**src/rtl/muldiv_unit.sv**
```systemverilog
// Iterative multiply/divide sequencer owning the HI/LO registers (32-step shift-add / restoring divide).
// Define SIGNED_MULDIV_EN to make op[1] select signed operation with sign fix-up at write-back.
module muldiv_unit #(
  parameter int WIDTH = 32
) (
  input  logic             clk,
  input  logic             reset_n,
  input  logic             start,
  input  logic [1:0]       op,
  input  logic [WIDTH-1:0] a,
  input  logic [WIDTH-1:0] b,
  input  logic             cancel,
  input  logic             mthi_we,
  input  logic             mtlo_we,
  input  logic [WIDTH-1:0] wdata,
  input  logic             hilo_rd,
  output logic [WIDTH-1:0] hi,
  output logic [WIDTH-1:0] lo,
  output logic             busy,
  output logic             done,
  output logic             stall
);

  localparam int CW = $clog2(WIDTH);

  typedef enum logic [1:0] {S_IDLE, S_MUL, S_DIV, S_DONE} state_e;

  state_e             state_q, state_d;
  logic [CW-1:0]      count_q, count_d;
  logic [WIDTH-1:0]   hi_q, hi_d, lo_q, lo_d;
  // MUL: {partial product, multiplier}; DIV: {remainder, dividend/quotient}
  logic [2*WIDTH-1:0] acc_q, acc_d;
  logic [WIDTH-1:0]   opnd_q, opnd_d;

  logic [WIDTH-1:0]   a_mag, b_mag;
  logic [WIDTH:0]     mul_sum;
  logic [2*WIDTH-1:0] mul_next;
  logic [WIDTH:0]     rem_sh;
  logic [WIDTH:0]     rem_diff;
  logic               div_ge;
  logic [2*WIDTH-1:0] div_next;
  logic [2*WIDTH-1:0] prod_wb;
  logic [WIDTH-1:0]   quot_wb, rem_wb;
  logic               last_iter;

`ifdef SIGNED_MULDIV_EN
  logic neg_res_q, neg_res_d, neg_rem_q, neg_rem_d, div0_q, div0_d;

  always_comb begin
    a_mag = (op[1] && a[WIDTH-1]) ? -a : a;
    b_mag = (op[1] && b[WIDTH-1]) ? -b : b;
  end
`else
  logic unused_op1;
  assign unused_op1 = op[1];
  assign a_mag = a;
  assign b_mag = b;
`endif

  // One iteration of each engine, computed from the current accumulator.
  always_comb begin
    mul_sum  = {1'b0, acc_q[2*WIDTH-1:WIDTH]} + (acc_q[0] ? {1'b0, opnd_q} : '0);
    mul_next = {mul_sum, acc_q[WIDTH-1:1]};
    rem_sh   = {acc_q[2*WIDTH-1:WIDTH], acc_q[WIDTH-1]};
    div_ge   = (rem_sh >= {1'b0, opnd_q});
    rem_diff = div_ge ? (rem_sh - {1'b0, opnd_q}) : rem_sh;
    div_next = {rem_diff[WIDTH-1:0], acc_q[WIDTH-2:0], div_ge};
  end

  // Write-back values; b==0 in the engine naturally yields quotient=all-ones, remainder=dividend.
  always_comb begin
    prod_wb = mul_next;
    quot_wb = div_next[WIDTH-1:0];
    rem_wb  = div_next[2*WIDTH-1:WIDTH];
`ifdef SIGNED_MULDIV_EN
    if (neg_res_q) begin
      prod_wb = -mul_next;
      if (!div0_q) quot_wb = -div_next[WIDTH-1:0];
    end
    if (neg_rem_q) rem_wb = -div_next[2*WIDTH-1:WIDTH];
`endif
  end

  assign last_iter = (count_q == CW'(WIDTH - 1));

  // NOTE: every signal written here gets a default first so no latch is inferred.
  always_comb begin
    state_d = state_q;
    count_d = count_q;
    hi_d    = hi_q;
    lo_d    = lo_q;
    acc_d   = acc_q;
    opnd_d  = opnd_q;
`ifdef SIGNED_MULDIV_EN
    neg_res_d = neg_res_q;
    neg_rem_d = neg_rem_q;
    div0_d    = div0_q;
`endif
    unique case (state_q)
      S_IDLE, S_DONE: begin
        state_d = S_IDLE;
        if (mthi_we) hi_d = wdata;
        if (mtlo_we) lo_d = wdata;
        if (start && !cancel) begin
          state_d = op[0] ? S_DIV : S_MUL;
          count_d = '0;
          opnd_d  = op[0] ? b_mag : a_mag;
          acc_d   = {{WIDTH{1'b0}}, op[0] ? a_mag : b_mag};
`ifdef SIGNED_MULDIV_EN
          neg_res_d = op[1] && (a[WIDTH-1] ^ b[WIDTH-1]);
          neg_rem_d = op[1] && a[WIDTH-1];
          div0_d    = (b == '0);
`endif
        end
      end
      S_MUL: begin
        if (cancel) begin
          state_d = S_IDLE;
        end else begin
          acc_d = mul_next;
          if (last_iter) begin
            {hi_d, lo_d} = prod_wb;
            state_d      = S_DONE;
          end else begin
            count_d = count_q + 1'b1;
          end
        end
      end
      S_DIV: begin
        if (cancel) begin
          state_d = S_IDLE;
        end else begin
          acc_d = div_next;
          if (last_iter) begin
            hi_d    = rem_wb;
            lo_d    = quot_wb;
            state_d = S_DONE;
          end else begin
            count_d = count_q + 1'b1;
          end
        end
      end
      default: state_d = S_IDLE;
    endcase
  end

  // NOTE: sequential state uses non-blocking assignments only.
  always_ff @(posedge clk) begin
    if (!reset_n) begin
      state_q <= S_IDLE;
      count_q <= '0;
      hi_q    <= '0;
      lo_q    <= '0;
    end else begin
      state_q <= state_d;
      count_q <= count_d;
      hi_q    <= hi_d;
      lo_q    <= lo_d;
    end
  end

  // NOTE: engine datapath is fully loaded on every start, so it carries no reset.
  always_ff @(posedge clk) begin
    acc_q  <= acc_d;
    opnd_q <= opnd_d;
`ifdef SIGNED_MULDIV_EN
    neg_res_q <= neg_res_d;
    neg_rem_q <= neg_rem_d;
    div0_q    <= div0_d;
`endif
  end

  assign hi    = hi_q;
  assign lo    = lo_q;
  assign busy  = (state_q == S_MUL) || (state_q == S_DIV);
  assign done  = (state_q == S_DONE);
  assign stall = hilo_rd && busy;

endmodule

```
**config.mk**
```make
export PLATFORM = sky130hd
export DESIGN_NAME = muldiv_unit
export DESIGN_NICKNAME = d
export VERILOG_FILES = /design/src/rtl/muldiv_unit.sv
export SDC_FILE = /design/constraint.sdc
export NUM_CORES = 1
export LEC_CHECK = 0
export ABC_AREA = 1
export BUFFER_PORTS_ARGS = -buffer_cell sky130_fd_sc_hd__clkbuf_2
export CAP_MARGIN = 5
export CORE_ASPECT_RATIO = 0.8
export CORE_MARGIN = 10
export CORE_UTILIZATION = 55
export DETAILED_ROUTE_END_ITERATION = 10
export MAX_ROUTING_LAYER = met4
export PLACE_DENSITY_LB_ADDON = 0.08
export SYNTH_ARGS = -nofsm -noshare
export SYNTH_HDL_FRONTEND = slang
export SYNTH_SLANG_ARGS = --single-unit
```
**constraint.sdc**
```tcl
create_clock -name clk -period 7.12 [get_ports clk]
set_clock_uncertainty 0.2 [all_clocks]
set_input_delay 0.356 -clock clk [delete_from_list [all_inputs] [get_ports clk]]
set_output_delay 0.356 -clock clk [all_outputs]
set_load 0.01 [all_outputs]
```
Word-level counts from Yosys, hierarchy flattened --
Index checks and enable logic that the tools add are counted.
Storage, ports and cells: register bits 167, input bits 105, output and inout port bits 67, logic and storage cells 65
Operators by class: $add $sub $neg 3, magnitude comparators 1, equal/unequal tests 14, multiplexer cells 29, reduce and logical (&&, ||, !) cells 12
Operator list (count):
- 32-bit two-way mux | 14
- 64-bit two-way mux | 3
- 32-bit case mux with 3 select lines | 2
- 64-bit case mux with 3 select lines | 1
- 32-bit by 32-bit adder with 33-bit output | 1
- 33-bit by 32-bit greater-or-equal comparator with 1-bit output | 1
- 32-bit subtractor | 1
- 2-bit inequality test (second input constant) | 9
- 5-bit two-way mux | 3
- 5-bit case mux with 2 select lines | 1
- 5-bit AND reduction | 2
- 2-bit two-way mux | 4
- 3-bit AND reduction | 2
- 5-bit by 1-bit adder with 5-bit output (second input constant) | 1
- 5-bit == test (second input constant) | 1
- 2-bit == test (second input constant) | 2
- 2-bit case mux with 2 select lines | 1
- 2-bit OR reduction | 2
- 3-bit by 1-bit inequality test with 1-bit output (second input constant) | 1
- 2-bit by 1-bit == test with 1-bit output (second input constant) | 1
- 1-bit logical AND | 2
- 2-bit logical NOT | 1
- 2-bit AND reduction | 1
- 1-bit logical NOT | 1
- 1-bit logical OR | 1

Depth between registers and ports, before layout --
depth after elaboration 5, depth in mapped cells 19, depth with buffers taken out 18

Worst setup path before layout --
OpenSTA, ideal clock, no wires.
path type reg2reg, from register state_q[0], to register acc_q[0] (enable), library setup time 0.424 ns, arrival 2.789 ns, required time 6.496 ns, path slack 3.707 ns, cell stages (with the launch flop) 8, path buffers 2, clock period less this slack 3.413 ns, path through dfxtp_1 -> inv_1 -> ha_1 -> inv_1 -> clkbuf_1 -> buf_4 -> o21ai_0 -> nand2_1
On the way: word-level cells in the longest chain between the ends 4, elaborated cells on any way between the ends 9, those cells by class eq/ne: 6; reduce/logical: 3
RTL lines:
- start: declaration | line 28 | state_e state_q, state_d;
- start signal: assignment | line 155 | state_q <= state_d;
- 2-bit == test or 2-bit logical NOT (tied branches) | line 99 | unique case (state_q)
- 2-bit OR reduction | line 99
- 2-bit inequality test (no source line)
- 3-bit AND reduction (no source line) (*)
- end signal: assignment | line 164 | acc_q <= acc_d;
- end: declaration | line 32 | logic [2*WIDTH-1:0] acc_q, acc_d;
Mark *: on every way between the ends. The rest lies on a longest branch, timed or not. A chain may end at the register's enable or synchronous reset.

Worst setup path in the final report --
from register state_q[0], to register acc_q[56] (enable)
Same word-level chain as after synthesis.

==> summary.txt <==
Count of final hold-check violations - 0
Area Growth Syn to Fin - 13.0%
Crit path cell chain - inv_1, ha_2, buf_4, clkinv_2, buf_4, o21ai_0, nand2_2, buf_4
GRT Util Overall - 0.300
Crit path kind - register to register
Worst IR drop on VDD - 0.000171 V
Routed length per instance - 18.8 um
Cts bufs inserted - 17
Commonest non-fill, non-tap cell in the layout - nand2_1
Chip height - 160 um
# fillers - 2291
Routed wire length - 47700 um
Fin nets - 2383
Total nets after synthesis - 2243
Post-synthesis sequential element count - 167
Period minus WS final - 4.54 ns
CP Launch Type - register
Met2 Routed Length - 21300 um
Fin crit share - 0.637
Clk_lat worst skew - 0.45 ns
Number of port buffers - 170
Starting DRT DRC Count - 1504
Pre-antenna DRT Iters - 8
Most frequent cells in the layout - nand2_1, inv_1, o21ai_0
Max Clock Freq - 0.220 GHz
Hold Crit Start - b[23]
Hold slack - 0.00281 ns
Async S/R FF share, synth - 0
Core area - 24200 um2
CP Data Arrival Time - 4.42 ns
Max-cap violation count - 0
Worst slack, placed - 2.65 ns
Slowest stage cell on the critical path - buf_4
Total chip power - 3.32 mW
Slew @ Worst Pin - 1.30 ns
Cell Area, Synth - 13500 um2
Largest net degree at the start of global routing - 131
Top-Level Pins - 172
GRT overflow - 0
Final setup viols - 0
Final Max Slew Viols - 0
Static Leak - 8.21 nW
Via Count - 14300
Leading area contributor after synthesis - edfxtp_1
Multi-input logic area - 7440 um2
DRC Markers - 0
Design area - 15300 um2
Final worst slack - 2.58 ns
Mapped Avg Cell Area - 6.54 um2
CP Max Fanout - 70
DIE AREA - 31300 um2
CTS Buffer Depth - 2
RSZ-0062 raised after global routing - no
Synth top area share - 0.213
CP startpoint - state_q[0]
Max H-tree Level - 4
Chip width - 195 um
M1 WL - 20800 um
Status - complete, no violations
Synthesized instance count - 2067
Via density - 5.62
Setup TNS - 0 ns
Starting Density - 0.557
Setup crit end kind - register
Number of synthesized flops with an enable pin - 96
Top routing layer in use - met4
Slowest cell delay on critical path - 0.80 ns
CTS tree - yes
Pwr Density - 218 nW/um2
Crit path required time - 7.00 ns
Initial antenna violation count - 0
Post-DP HPWL - 37000 um
# clock sinks - 167
Area after DPL - 14500 um2
Met3 wire len - 3950 um
Worst reg2reg startpoint - state_q[0]
Global placement routability congestion - 1.03
Area contributors post-synth - edfxtp_1, nand2_1, dfxtp_1
Yosys warning total - 0
Sequential cell area fraction in the yosys report - 0.318
Worst slew margin - 0.133
Clk pin slew, worst setup/hold paths - 0.07 ns
Layout cells sized above 1 - 0.140
Clk root buf - clkbuf_16
First-pass GRT wire length - 72500 um
Distinct cell type count after synthesis - 44
Register Area - 4300 um2
Vias in the first global route - 13100
Hold Crit Class - input pin to register
Primary FF master, synth - edfxtp_1
Worst path most repeated cell - buf_4
Row count - 51
DRT antenna net count - 0
[repair_timing]
item,in CTS,in global routing
hold buffers,17,0
resized for setup,0,0
buffers inserted,0,0
hold endpoints to repair,17,0
[metal layers]
layer / vias to the layer above / GRT usage
met5: - / -
met4: 0 / 0.103
met2: 712 / 0.455
met1: 6499 / 0.396
met3: 120 / 0.0525
li1: 6935 / -
[area by class of cell]
type	instances	area share
Antenna cell	1	0.000164
Clock buffer	17	0.0279
Clock inverter	15	0.0125
Inverter	378	0.0930
Multi-Input combinational cell	1447	0.487
Sequential cell	167	0.282
Tap cell	318	0.0261
Timing Repair Buffer	196	0.0714
[per-stage QoR]
stage	std cells	util
final	2539	0.630
after global routing	2538	0.630
after CTS	2538	0.630
after detailed placement	2489	0.597
after global placement	2489	0.597
after floorplan	2067	-
[registers in the layout, indices dropped and copies added, names as in the netlist]
register / count
opnd_q: 32
acc_q: 64
state_q: 2
lo: 32
hi: 32
count_q: 5
[where the power goes]
part | switching [mW] | internal, mW | total [mW]
clock network | 0.430 | 0.561 | 0.991
registers | 0.0725 | 1.14 | 1.21
logic | 0.758 | 0.359 | 1.12
total | 1.26 | 2.06 | 3.32
[synth_stat cells, drive strengths merged, types with 13 or more instances]
cell type and n:
a21oi 171, a31oi 33, buf 20, clkbuf 55
dfxtp 71, edfxtp 96, ha 69, inv 377
nand2 668, nand3 108, nand3b 29, nand4 16
nor2 95, nor3 13, o21ai 174, o22ai 29
xnor2 14
[worst max-delay path, delay by kind of cell (launching register included)]
kind | cells | cell delay (ns)
AOI/OAI and AO/OA | 1 | 0.25
and+or+nand+nor | 1 | 0.64
adders and majority gates | 1 | 0.27
buffers and inverters | 5 | 2.30
DFF | 1 | 0.40
[cells by family after synthesis]
group	count (synthesis)	synth area share
AND/OR/NAND/NOR	945	0.302
buffers and inverters	453	0.132
AO/OA/AOI/OAI	417	0.172
flip-flops	167	0.318
adder cells (fa/ha/maj)	71	0.0668
XOR/XNOR	14	0.00907
[path summary, 6_finish.rpt]
check,slack [ns],cells past startpoint,end
worst max register to register,2.58,8,acc_q[56]
worst min-delay path,0.003,3,opnd_q[23]
worst max-delay path,2.58,8,acc_q[56]
worst min register to register,0.27,2,count_q[4]
No activity file was read; power rests on OpenSTA's default activity.
